===== config.mk =====
export PLATFORM = sky130hd
export DESIGN_NAME = onchip_mem_req_sequencer
export DESIGN_NICKNAME = d
export VERILOG_FILES = /design/src/rtl/onchip_seq_pkg.sv /design/src/rtl/onchip_seq_fifo.sv /design/src/rtl/onchip_mem_req_sequencer.sv
export SDC_FILE = /design/constraint.sdc
export NUM_CORES = 1
export LEC_CHECK = 0
export BUFFER_PORTS_ARGS = -buffer_cell sky130_fd_sc_hd__clkbuf_2
export CAP_MARGIN = 20
export CORE_AREA = 5 5 204 206
export CTS_BUF_LIST = sky130_fd_sc_hd__clkbuf_8
export DETAILED_ROUTE_END_ITERATION = 12
export DIE_AREA = 0 0 209 211
export PLACE_DENSITY = 0.63
export SKIP_CTS_REPAIR_TIMING = 1
export SLEW_MARGIN = 5
export SYNTH_ARGS = -nofsm -noshare
export SYNTH_HDL_FRONTEND = slang
export SYNTH_SLANG_ARGS = --single-unit

===== constraint.sdc =====
create_clock -name clk -period 3 [get_ports clk]
set_input_delay 0.6 -clock clk [delete_from_list [all_inputs] [get_ports clk]]
set_output_delay 0.6 -clock clk [all_outputs]
set_load 0.05 [all_outputs]

===== src/rtl/onchip_seq_pkg.sv =====
// Shared types and constants for the on-chip RAM request sequencer.
// Field widths are fixed here; the top-level ADDR_W/DATA_W parameters must match.
package onchip_seq_pkg;

  localparam int SEQ_ADDR_W = 10;
  localparam int SEQ_DATA_W = 32;
  localparam int BE_W       = SEQ_DATA_W / 8;
  localparam int RD_LATENCY = 2;

  typedef struct packed {
    logic                  write;
    logic [SEQ_ADDR_W-1:0] addr;
    logic [BE_W-1:0]       be;
    logic [SEQ_DATA_W-1:0] wdata;
  } req_t;

  typedef struct packed {
    logic                  is_write;
    logic [SEQ_DATA_W-1:0] rdata;
  } rsp_t;

endpackage


===== src/rtl/onchip_seq_fifo.sv =====
// Generic synchronous FIFO with registered occupancy count.
// Pushes when full and pops when empty are ignored.
module onchip_seq_fifo #(
  parameter int WIDTH = 8,
  parameter int DEPTH = 4
) (
  input  logic                       clk,
  input  logic                       reset_n,
  input  logic                       push,
  input  logic [WIDTH-1:0]           din,
  input  logic                       pop,
  output logic [WIDTH-1:0]           dout,
  output logic                       full,
  output logic                       empty,
  output logic [$clog2(DEPTH+1)-1:0] count
);

  localparam int PTR_W = (DEPTH > 1) ? $clog2(DEPTH) : 1;
  localparam int CNT_W = $clog2(DEPTH + 1);

  logic [WIDTH-1:0] store [DEPTH];
  logic [PTR_W-1:0] wr_ptr;
  logic [PTR_W-1:0] rd_ptr;
  logic             do_push;
  logic             do_pop;

  // Explicit wrap keeps non-power-of-two depths correct.
  function automatic logic [PTR_W-1:0] next_ptr(input logic [PTR_W-1:0] p);
    return (p == PTR_W'(DEPTH - 1)) ? '0 : p + PTR_W'(1);
  endfunction

  assign do_push = push & ~full;
  assign do_pop  = pop & ~empty;
  assign full    = (count == CNT_W'(DEPTH));
  assign empty   = (count == '0);
  assign dout    = store[rd_ptr];

  always_ff @(posedge clk) begin
    if (do_push) store[wr_ptr] <= din;
  end

  always_ff @(posedge clk or negedge reset_n) begin
    if (!reset_n) begin
      wr_ptr <= '0;
      rd_ptr <= '0;
      count  <= '0;
    end else begin
      if (do_push) wr_ptr <= next_ptr(wr_ptr);
      if (do_pop)  rd_ptr <= next_ptr(rd_ptr);
      case ({do_push, do_pop})
        2'b10:   count <= count + CNT_W'(1);
        2'b01:   count <= count - CNT_W'(1);
        default: count <= count;
      endcase
    end
  end

endmodule


===== src/rtl/onchip_mem_req_sequencer.sv =====
// Request sequencer in front of the single-port on-chip RAM (1-cycle read latency).
// Optional write acknowledgements are enabled with `ONCHIP_SEQ_WRITE_ACK_EN.
module onchip_mem_req_sequencer
  import onchip_seq_pkg::*;
#(
  parameter int ADDR_W    = SEQ_ADDR_W,
  parameter int DATA_W    = SEQ_DATA_W,
  parameter int REQ_DEPTH = 4,
  parameter int RSP_DEPTH = 4
) (
  input  logic                clk,
  input  logic                reset_n,
  // Valid/ready on both ports: a transfer happens on a rising edge where
  // valid & ready are both high; valid holds its payload until then.
  input  logic                req_valid,
  output logic                req_ready,
  input  logic                req_write,
  input  logic [ADDR_W-1:0]   req_addr,
  input  logic [DATA_W/8-1:0] req_be,
  input  logic [DATA_W-1:0]   req_wdata,
  output logic                rsp_valid,
  input  logic                rsp_ready,
  output logic [DATA_W-1:0]   rsp_rdata,
  output logic                rsp_is_write,
  output logic [ADDR_W-1:0]   mem_address,
  output logic [DATA_W/8-1:0] mem_byteenable,
  output logic                mem_chipselect,
  output logic                mem_write,
  output logic [DATA_W-1:0]   mem_writedata,
  output logic                mem_clken,
  input  logic [DATA_W-1:0]   mem_readdata
);

`ifdef ONCHIP_SEQ_WRITE_ACK_EN
  localparam bit WR_ACK = 1'b1;
`else
  localparam bit WR_ACK = 1'b0;
`endif

  localparam int CRD_W = $clog2(RSP_DEPTH + 1);

  req_t                           req_in;
  req_t                           req_head;
  rsp_t                           rsp_in;
  rsp_t                           rsp_head;
  logic                           req_full;
  logic                           req_empty;
  logic                           rsp_full;
  logic                           rsp_empty;
  logic [$clog2(REQ_DEPTH+1)-1:0] req_count;
  logic [$clog2(RSP_DEPTH+1)-1:0] rsp_count;
  logic                           ready_en;
  logic                           req_push;
  logic                           issue;
  logic                           issue_rsp;
  logic                           rsp_push;
  logic                           rsp_pop;
  logic [CRD_W-1:0]               credits;
  logic [RD_LATENCY-1:0]          vld_pipe;
  logic [RD_LATENCY-1:0]          wr_pipe;
  logic                           unused_status;

  assign req_in    = '{write: req_write, addr: req_addr, be: req_be, wdata: req_wdata};
  assign req_ready = ready_en & ~req_full;
  assign req_push  = req_valid & req_ready;

  onchip_seq_fifo #(.WIDTH($bits(req_t)), .DEPTH(REQ_DEPTH)) u_req_fifo (
    .clk     (clk),
    .reset_n (reset_n),
    .push    (req_push),
    .din     (req_in),
    .pop     (issue),
    .dout    (req_head),
    .full    (req_full),
    .empty   (req_empty),
    .count   (req_count)
  );

  // Fire-and-forget writes bypass the credit check; anything that will
  // produce a response must own a response-queue slot before it issues.
  assign issue     = ~req_empty & ((credits != '0) | (~WR_ACK & req_head.write));
  assign issue_rsp = issue & (WR_ACK | ~req_head.write);

  always_ff @(posedge clk or negedge reset_n) begin
    if (!reset_n) ready_en <= 1'b0;
    else          ready_en <= 1'b1;
  end

  always_ff @(posedge clk or negedge reset_n) begin
    if (!reset_n) credits <= CRD_W'(RSP_DEPTH);
    else          credits <= credits - CRD_W'(issue_rsp) + CRD_W'(rsp_pop);
  end

  always_ff @(posedge clk or negedge reset_n) begin
    if (!reset_n) begin
      mem_address    <= '0;
      mem_byteenable <= '1;
      mem_chipselect <= 1'b0;
      mem_write      <= 1'b0;
      mem_writedata  <= '0;
    end else begin
      mem_chipselect <= issue;
      if (issue) begin
        mem_address    <= req_head.addr;
        mem_byteenable <= req_head.write ? req_head.be : '1;
        mem_write      <= req_head.write;
        mem_writedata  <= req_head.wdata;
      end
    end
  end

  // Stage 0 marks the issue edge, the last stage lines up with valid readdata.
  always_ff @(posedge clk or negedge reset_n) begin
    if (!reset_n) begin
      vld_pipe <= '0;
      wr_pipe  <= '0;
    end else begin
      vld_pipe <= {vld_pipe[RD_LATENCY-2:0], issue_rsp};
      wr_pipe  <= {wr_pipe[RD_LATENCY-2:0], issue_rsp & req_head.write};
    end
  end

  assign rsp_push        = vld_pipe[RD_LATENCY-1];
  assign rsp_in.is_write = wr_pipe[RD_LATENCY-1];
  assign rsp_in.rdata    = wr_pipe[RD_LATENCY-1] ? '0 : mem_readdata;

  onchip_seq_fifo #(.WIDTH($bits(rsp_t)), .DEPTH(RSP_DEPTH)) u_rsp_fifo (
    .clk     (clk),
    .reset_n (reset_n),
    .push    (rsp_push),
    .din     (rsp_in),
    .pop     (rsp_pop),
    .dout    (rsp_head),
    .full    (rsp_full),
    .empty   (rsp_empty),
    .count   (rsp_count)
  );

  assign rsp_valid = ~rsp_empty;
  assign rsp_pop   = rsp_valid & rsp_ready;
  assign rsp_rdata = rsp_valid ? rsp_head.rdata : '0;
  assign mem_clken = reset_n;

`ifdef ONCHIP_SEQ_WRITE_ACK_EN
  assign rsp_is_write = rsp_valid & rsp_head.is_write;
`else
  assign rsp_is_write = 1'b0;
`endif

  assign unused_status = ^{rsp_full, req_count, rsp_count, rsp_head.is_write};

endmodule

After elaboration in Yosys (flattened, before gate mapping)
Memories as Yosys holds them, arrays and structs flattened.
Cells that the tools add are included.
{ "classes": {"n_eq_ne": 10, "magnitude_cmp": 0, "div_mod_pow": 0, "bitwise_logic": 16, "n_mux": 13, "n_mul": 0, "shifts": 0, "n_addsub": 10, "reduce_logical": 5} }
{ "op_table": {"columns": ["operator", "count"], "rows": [
  ["32-bit 2-to-1 mux", 2],
  ["2-bit equality test (second input constant)", 6],
  ["3-bit one-hot mux with 2 select lines", 2],
  ["1-bit bitwise AND", 10],
  ["2-bit by 1-bit adder with 2-bit output (second input constant)", 4],
  ["2-bit 2-to-1 mux", 4],
  ["3-bit by 1-bit adder with 3-bit output (second input constant)", 2],
  ["3-bit equality test (second input constant)", 2],
  ["3-bit logical NOT", 2],
  ["3-bit by 1-bit subtractor with 3-bit output (second input constant)", 2],
  ["1-bit inverter", 5],
  ["2-bit by 1-bit equality test with 1-bit output (second input constant)", 2],
  ["1-bit 2-to-1 mux", 4],
  ["4-bit 2-to-1 mux", 1],
  ["2-bit nonzero test", 2],
  ["3-bit by 1-bit adder with 3-bit output", 1],
  ["3-bit nonzero test", 1],
  ["3-bit by 1-bit subtractor with 3-bit output", 1],
  ["1-bit bitwise OR", 1]
]} }
{ "totals": {"output_inout_bits": 84, "mem_bits_ro": 0, "reg_bits": 70, "n_memories": 2, "wordCells": 71, "latch_bits": 0, "in_bits": 83, "ramBits": 320} }
{ "mem_list": {"columns": ["name", "words", "word_bits", "rd", "rd_ports_with_merged_regs", "write_ports", "line", "text"], "rows": [
  ["u_req_fifo.store", 4, 47, 1, 0, 1, "onchip_seq_fifo.sv:21", "logic [WIDTH-1:0] store [DEPTH];"],
  ["u_rsp_fifo.store", 4, 33, 1, 0, 1, "onchip_seq_fifo.sv:21", null]
]} }

Longest topological paths before layout
Gate-level depths: netlist (run 1).
{ "logic_depth": {"word_depth": 7, "ltp_mapped": 11, "depth_no_buf": 9} }

Hierarchy
Synthesis (run 1) repeated with hierarchy kept, for this count alone.
{ "hier_totals": {"hier_cells": 709, "area_unflattened_um2": 15262.1} }
{ "by_module_without_submodules": {"columns": ["module", "seq_area_each_um2", "n_inst", "area_each_um2", "cells_per_inst"], "rows": [
  ["onchip_seq_fifo at u_req_fifo", 5820.6, 1, 7247.0, 286],
  ["onchip_seq_fifo at u_rsp_fifo", 4139.0, 1, 5263.8, 213],
  ["onchip_mem_req_sequencer", 1407.6, 1, 2751.4, 210]
]} }

Worst setup path after synthesis (run 1)
Ideal clock, no wire load.
{ "synth_path": {"path_type": "register to register", "startpoint": "register u_req_fifo.rd_ptr[0]", "endpoint": "register u_req_fifo.count[2]", "path_stages_with_launch": 12, "required_time_ns": 2.878, "n_path_buf": 3, "path_slack_ns": 0.429, "arrival_time_ns": 2.448, "synth_period_minus_slack_ns": 2.571, "setup_time_ns": 0.122, "path_cell_list": "dfrtp_1 clkbuf_1 mux4_2 o41a_1 buf_6 buf_6 ha_1 inv_1 fa_1 xor2_1 nor2_1 xnor2_1"} }
{ "synth_via": {"elab_chain_len": 6, "elab_cells_between_ends": 8, "cone_classes": "2 x eq/ne; 1 x mux; 3 x bitwise; 1 x reduce/logical; 1 x memory"} }
{ "synth_rtl": {"columns": ["item", "line", "text"], "rows": [
  ["start, declared", "onchip_seq_fifo.sv:23", "logic [PTR_W-1:0] rd_ptr;"],
  ["start signal, assigned", "onchip_seq_fifo.sv:49", "if (do_pop) rd_ptr <= next_ptr(rd_ptr);"],
  ["memory 4 x 47 bit (*)", null, null],
  ["1-bit bitwise OR (*)", "onchip_mem_req_sequencer.sv:81", "assign issue = ~req_empty & ((credits != '0) | (~WR_ACK & req_head.write));"],
  ["1-bit bitwise AND (*)", "onchip_mem_req_sequencer.sv:81", null],
  ["1-bit bitwise AND (*)", "onchip_seq_fifo.sv:33", "assign do_pop = pop & ~empty;"],
  ["via u_req_fifo.do_pop", "onchip_seq_fifo.sv:25", "logic do_pop;"],
  ["2-bit by 1-bit equality test with 1-bit output / 2-bit equality test (equally long branches)", "onchip_seq_fifo.sv:50", "case ({do_push, do_pop})"],
  ["3-bit one-hot mux with 2 select lines / 2-bit nonzero test (equally long branches)", null, null],
  ["end signal, assigned", "onchip_seq_fifo.sv:51", "2'b10: count <= count + CNT_W'(1);"],
  ["end signal, assigned", "onchip_seq_fifo.sv:52", "2'b01: count <= count - CNT_W'(1);"],
  ["end signal, assigned", "onchip_seq_fifo.sv:53", "default: count <= count;"],
  ["end, declared", "onchip_seq_fifo.sv:15", "output logic [$clog2(DEPTH+1)-1:0] count"]
]} }
Mark *: on every way through the listed nets, which the timed path passes. The rest lies on a longest branch.
A chain may end at the register's enable or synchronous reset.

Worst setup path in the final report (run 1)
{ "layout_path": {"startpoint": "register u_rsp_fifo.rd_ptr[0]", "endpoint": "output rsp_rdata[10]"} }
{ "layout_via": {"elab_chain_len": 2} }
{ "layout_rtl": {"columns": ["item", "line", "text"], "rows": [
  ["start, declared", "onchip_seq_fifo.sv:23", null],
  ["start signal, assigned", "onchip_seq_fifo.sv:49", null],
  ["memory 4 x 33 bit", null, null],
  ["32-bit 2-to-1 mux", "onchip_mem_req_sequencer.sv:141", "assign rsp_rdata = rsp_valid ? rsp_head.rdata : '0;"],
  ["end, declared", "onchip_mem_req_sequencer.sv:23", "output logic [DATA_W-1:0] rsp_rdata,"]
]} }
No other way between the ends.

==> results.toml, run 1 <==
[power_and_ir_drop]
irDropWorstVdd_mv = 0.819
p_leak_nw = 6.47
powerDensity_nw_per_um2 = 1120

[timing]
final.min_clock_period_ps = 2800
maxSlewViolCount = 0
skew_ps = 26.2
whs_ps = 97.2
setup_violations = 0
tightest_slew_ps = 765
rsz0062_at_grt = "no"
slew_headroom_pct = 49.0
fmax_ghz = 0.357
hold_viol = 0
min_period_over_period_pct = 93.5

[floorplanning]
dieArea_sq_um = 44100
num_rows = 73
core_sq_um = 39500
start_util_pct = 37.4
die_h_microns = 211
die-width_microns = 209
pin_count = 167

[clock_network]
htreeDepth = 3
clk_latency_ps = 590
numCtsBuffers = 66
cts_sinks = 386
path_clk_slew_ps = 60
cts_tree = "yes"
clock-root-buffer = "clkbuf_8"
cts_buffer_depth = 3

[yosys]
synth.top_cell.area_share_pct = 64.2
avgSynthCellArea_sq_um = 21.4
synth_area_leaders = "edfxtp_1, mux4_2, dfrtp_1, mux2_2, and2_1"
syn_inst = 691
synthDistinctLibCells = 30
synth_seq_cells = 386
synth-edff-count = 316
yosysTopAreaCell = "edfxtp_1"
ys_seq_area_share_pct = 76.2
syn-cell-area_sq_um = 14800
ys.flop_type = "edfxtp_1"
yosysWarnings = 0
synth-async-reset-ratio_pct = 18.1

[detailed_routing]
post_drt_wl_per_cell_microns = 20.0
vias = 7139
drc_errors = 0
totalWireLength_mm = 29.8
drtIter0Drc = 398
first_pass_iters = 5
viasPerCell = 4.79
ant_nets = 0

[critical_path]
cp.depth = 4
crit_chain = "buf_12 -> mux4_2 -> and2_1 -> clkbuf_2"
crit_type = "reg -> out"
crit_end = "rsp_rdata[10]"
rr_endpoint = "credits[2]"
crit_path_top_delay_cell = "mux4_2"
critPathCaptureType = "output pin"
cp.arrival_ps = 2200
critical_path.max_stage_delay_ps = 520
rrSetupSlack_ps = 590
path_buf_inv = 2
worst_r2r_path_depth = 8
critical-path-top-delay-family = "multiplexers"
cp.required_ps = 2400
cp_max_fo = 28
timing.rr.start = "u_req_fifo.rd_ptr[0]"
start_kind = "flop"
startpoint = "u_rsp_fifo.rd_ptr[0]"

[grt]
grt_overflow_total = 0
grt_pass1_wl_mm = 46.2
antenna_found_initial = 3
grt_max_degree = 50
first_global_vias = 7755
track_usage_pct = 13.7

[job]
max_cap_violations = 0

[finish]
layout_common_cells = "edfxtp_1, clkbuf_2, mux4_2, clkbuf_8, dfrtp_1"
final_nets = 1012
design_area_sq_um = 17700
syn_to_final_growth_pct = 19.8
final_common_cell = "edfxtp_1"
final_util_pct = 44.9
drive_above_1_share_pct = 44.0

[worst_hold_path]
hold_path_class = "in -> async"

[place]
place_congestion = 0.685
post_dp_cell_area_sq_um = 16300
port-buffer-count = 165
place_hpwl_mm = 17.4

[status]
outcome = "complete, no violations"
## worst reg2reg max path: cells and delay by family, from the launching register on
kind                     cells  cell delay (ps)
flip-flops                   1              410
adder cells (fa/ha/maj)      2              560
AND/OR/NAND/NOR              1              290
buffers and inverters        1               50
XOR/XNOR                     3              490
multiplexers                 1              550
## through the flow
| stage | power (mW) | setup slack, ps | TNS (ps) | cells |
|---|---|---|---|---|
| after floorplan | 13.4 | 429 | 0 | 692 |
| after global routing | 21.0 | 52.7 | 0 | 1488 |
| after global placement | 15.2 | 591 | 0 | 1368 |
| after detailed placement | 15.3 | 581 | 0 | 1368 |
| after CTS | 20.1 | -68.2 | -1200 | 1486 |
| final | 19.8 | 195 | 0 | 1489 |
## cell usage after synthesis (3+ instances only)
library cell and count:
and2_1 42, buf_2 9, clkbuf_1 20, dfrtp_1 65
dfstp_2 5, edfxtp_1 316, fa_1 3, ha_1 13
inv_1 16, mux2_2 45, mux2_4 5, mux4_2 79
nor2_1 6, nor2b_1 32, nor3_1 3, o22a_1 4
xnor2_1 5, xor2_1 4
## sequential cells by signal, indices dropped and copies added (netlist names)
name and count:
u_req_fifo.count 3, mem_write 1, vld_pipe 2, u_req_fifo.rd_ptr 2, u_req_fifo.store 188, u_rsp_fifo.wr_ptr 2
u_req_fifo.wr_ptr 2, mem_writedata 32, u_rsp_fifo.rd_ptr 2, wr_pipe 2, mem_address 10, mem_chipselect 1
mem_byteenable 4, u_rsp_fifo.count 3, ready_en 1, u_rsp_fifo.store 128, credits 3
## logic make-up (layout without fill, tap and decap cells)
group	Yosys count	count (layout)	share of synthesized area, %
simple gates	88	88	3.57
fa+ha+maj	16	16	1.51
xor+xnor	9	9	0.534
compound gates	10	10	0.593
buf+inv	49	320	1.47
mux	131	131	16.1
flops	386	386	76.2
other cells	2	4	0.0508
## report_power, final
group,leakage [nW],internal (mW),switching [mW]
clock,0.756,2.65,2.08
sequential,3.70,7.06,0.449
combinational,2.02,2.75,4.83
total,6.47,12.5,7.35
## layer usage
layer,routed length [microns],vias to the layer above,track usage (%)
met4,599,6,4.84
met5,36,-,0
met1,12000,3674,16.8
met3,2860,59,5.67
li1,-,3173,-
met2,14300,227,22.1
## how the worst min path moves through the flow
stage	start	depth (start not counted)	to	slack, ps
6_report	reset_n	2	mem_writedata[13]	100
5_1_grt	reset_n	2	mem_writedata[9]	100
4_1_cts	reset_n	2	mem_writedata[13]	90
3_5_place_dp	wr_pipe[0]	0	wr_pipe[1]	340
3_3_place_gp	wr_pipe[0]	0	wr_pipe[1]	330
2_1_floorplan	reset_n	0	credits[0]	300
## cell type report
type	instances	area (sq um)
fill	3433	21800
sequential	386	11300
multi-input combinational	257	3320
timing repair buffer	186	1070
clock buffer	75	1030
tap	525	657
clock inverter	43	305
inverter	16	60.1
antenna	1	2.50
Note: power is estimated with default switching activity, not from simulation.
==> run 2: changes to the inputs <==
Settings changed: PLACE_DENSITY 0.63 to 0.65.
Clock period 3 ns to 2.4 ns, I/O delays scaled along.
==> results.toml, run 2 (same netlist as run 1, synthesis figures left out) <==
[worst_hold_path]
whs_path_depth = 1
hold_path_class = "in -> reg"
hp-start = "req_be[2]"
holdPathEnd = "u_req_fifo.store[3][34]"

[timing]
slew_headroom_pct = 50.2
skew_ps = 22.4
tightest_slew_ps = 746
fmax_ghz = 0.381
tns_ps = -6370
rsz0062_at_grt = "yes"
fin_ws_ps = -224
maxSlewViolCount = 0
whs_ps = 84.7
setup_violations = 32
hold_viol = 0
min_period_over_period_pct = 109
final.min_clock_period_ps = 2620

[place]
place_ws_ps = 12.0
place_congestion = 0.700
port-buffer-count = 165
place_hpwl_mm = 16.9

[floorplanning]
die-width_microns = 209
die_h_microns = 211
start_util_pct = 37.4
core_sq_um = 39500
pin_count = 167
dieArea_sq_um = 44100
num_rows = 73

[status]
outcome = "complete, but fails checks"
failed_checks = "setup timing"

[critical_path]
worst_r2r_path_depth = 7
rrSetupSlack_ps = 60
crit_type = "reg -> out"
critPathCaptureType = "output pin"
start_kind = "flop"
timing.rr.start = "u_req_fifo.rd_ptr[0]"
cp_max_fo = 11
rr_endpoint = "u_req_fifo.count[1]"
cp.required_ps = 1920
cp.arrival_ps = 2140

[clock_network]
cts_sinks = 386
clk_latency_ps = 610
cts_tree = "yes"
path_clk_slew_ps = 60
cts_buffer_depth = 3
htreeDepth = 3
clock-root-buffer = "clkbuf_8"
numCtsBuffers = 67

[grt]
grt_overflow_total = 0
grt_pass1_wl_mm = 45.5
grt_max_degree = 71
antenna_found_initial = 4
track_usage_pct = 13.4
first_global_vias = 7859

[power_and_ir_drop]
p_leak_nw = 6.49
powerDensity_nw_per_um2 = 1390
irDropWorstVdd_mv = 0.977

[detailed_routing]
ant_nets = 0
viasPerCell = 4.84
post_drt_wl_per_cell_microns = 19.8
drc_errors = 0
first_pass_iters = 5
totalWireLength_mm = 29.6
vias = 7236
drtIter0Drc = 408

[job]
max_cap_violations = 0

[finish]
layout_common_cells = "edfxtp_1, clkbuf_2, mux4_2, clkbuf_8, dfrtp_1"
final_common_cell = "edfxtp_1"
num_antenna_cells = 0
largest_register_ffs = 188
final_nets = 1016
fillers = 3403
syn_to_final_growth_pct = 20.7
drive_above_1_share_pct = 44.1
reg_top3 = "u_req_fifo.store x188, u_rsp_fifo.store x128, mem_writedata x32"
top_register = "u_req_fifo.store"
[run 2: cell count changes in the layout (fill, tap and decap cells not counted), sizes merged]
| cell | before | now |
|---|---|---|
| inv | 39 | 38 |
| dlygate4sd3 | 0 | 1 |
| bufinv | 4 | 2 |
| clkbuf | 239 | 203 |
| buf | 22 | 56 |
| clkinv | 12 | 22 |
| diode | 1 | 0 |
[run 2: stage by stage]
| step | area, sq um | instances | power, mW | util [%] |
|---|---|---|---|---|
| finish | 17800 | 1494 | 24.8 | 45.2 |
| global route | 17800 | 1494 | 26.2 | 45.2 |
| CTS | 17700 | 1490 | 25.0 | 44.8 |
| detailed placement | 16400 | 1369 | 19.3 | 41.6 |
| global placement | 16400 | 1369 | 19.1 | 41.6 |
| floorplan | 14800 | 692 | 16.8 | - |
[run 2: worst max-delay path by stage]
stage / from / end / slack [ps] / cells after the start
after CTS: u_rsp_fifo.rd_ptr[0] / rsp_rdata[2] / -380 / 4
after global placement: u_req_fifo.rd_ptr[0] / credits[2] / 60 / 8
after global routing: u_rsp_fifo.rd_ptr[0] / rsp_rdata[0] / -340 / 4
after detailed placement: u_req_fifo.rd_ptr[0] / credits[2] / 10 / 8
final: u_rsp_fifo.rd_ptr[0] / rsp_rdata[26] / -220 / 4
after floorplan: u_req_fifo.rd_ptr[0] / u_req_fifo.count[2] / -50 / 11
[run 2: layout make-up]
type	instances	area, sq um	share of cell area, %
multi-input cells	257	3360	18.9
flip-flops and latches	386	11300	63.1
clock inverters	50	295	1.66
well taps	525	657	3.69
clock buffers	71	977	5.48
inverters	16	60.1	0.337
repair buffers	189	1220	6.82
[run 2: worst max-delay path, stage by stage, from the launching register on]
cell and delay, ps:
dfrtp_2 450, buf_12 180, mux4_2 490, and2_1 200, buf_2 220
[run 2: per-layer routing]
metal | part of all wire [%] | wire [microns] | track usage (%)
met1 | 41 | 12100 | 16.5
met2 | 49 | 14500 | 22.0
met3 | 8.1 | 2390 | 5.45
met4 | 2.1 | 614 | 4.25
met5 | 0.18 | 53 | 0
[run 2: power breakdown]
group	leakage, nW	total (mW)	switching, mW	internal (mW)
clock network	0.711	5.62	2.63	2.99
logic	2.07	9.74	6.07	3.68
registers	3.70	9.42	0.597	8.82
total	6.49	24.8	9.29	15.5
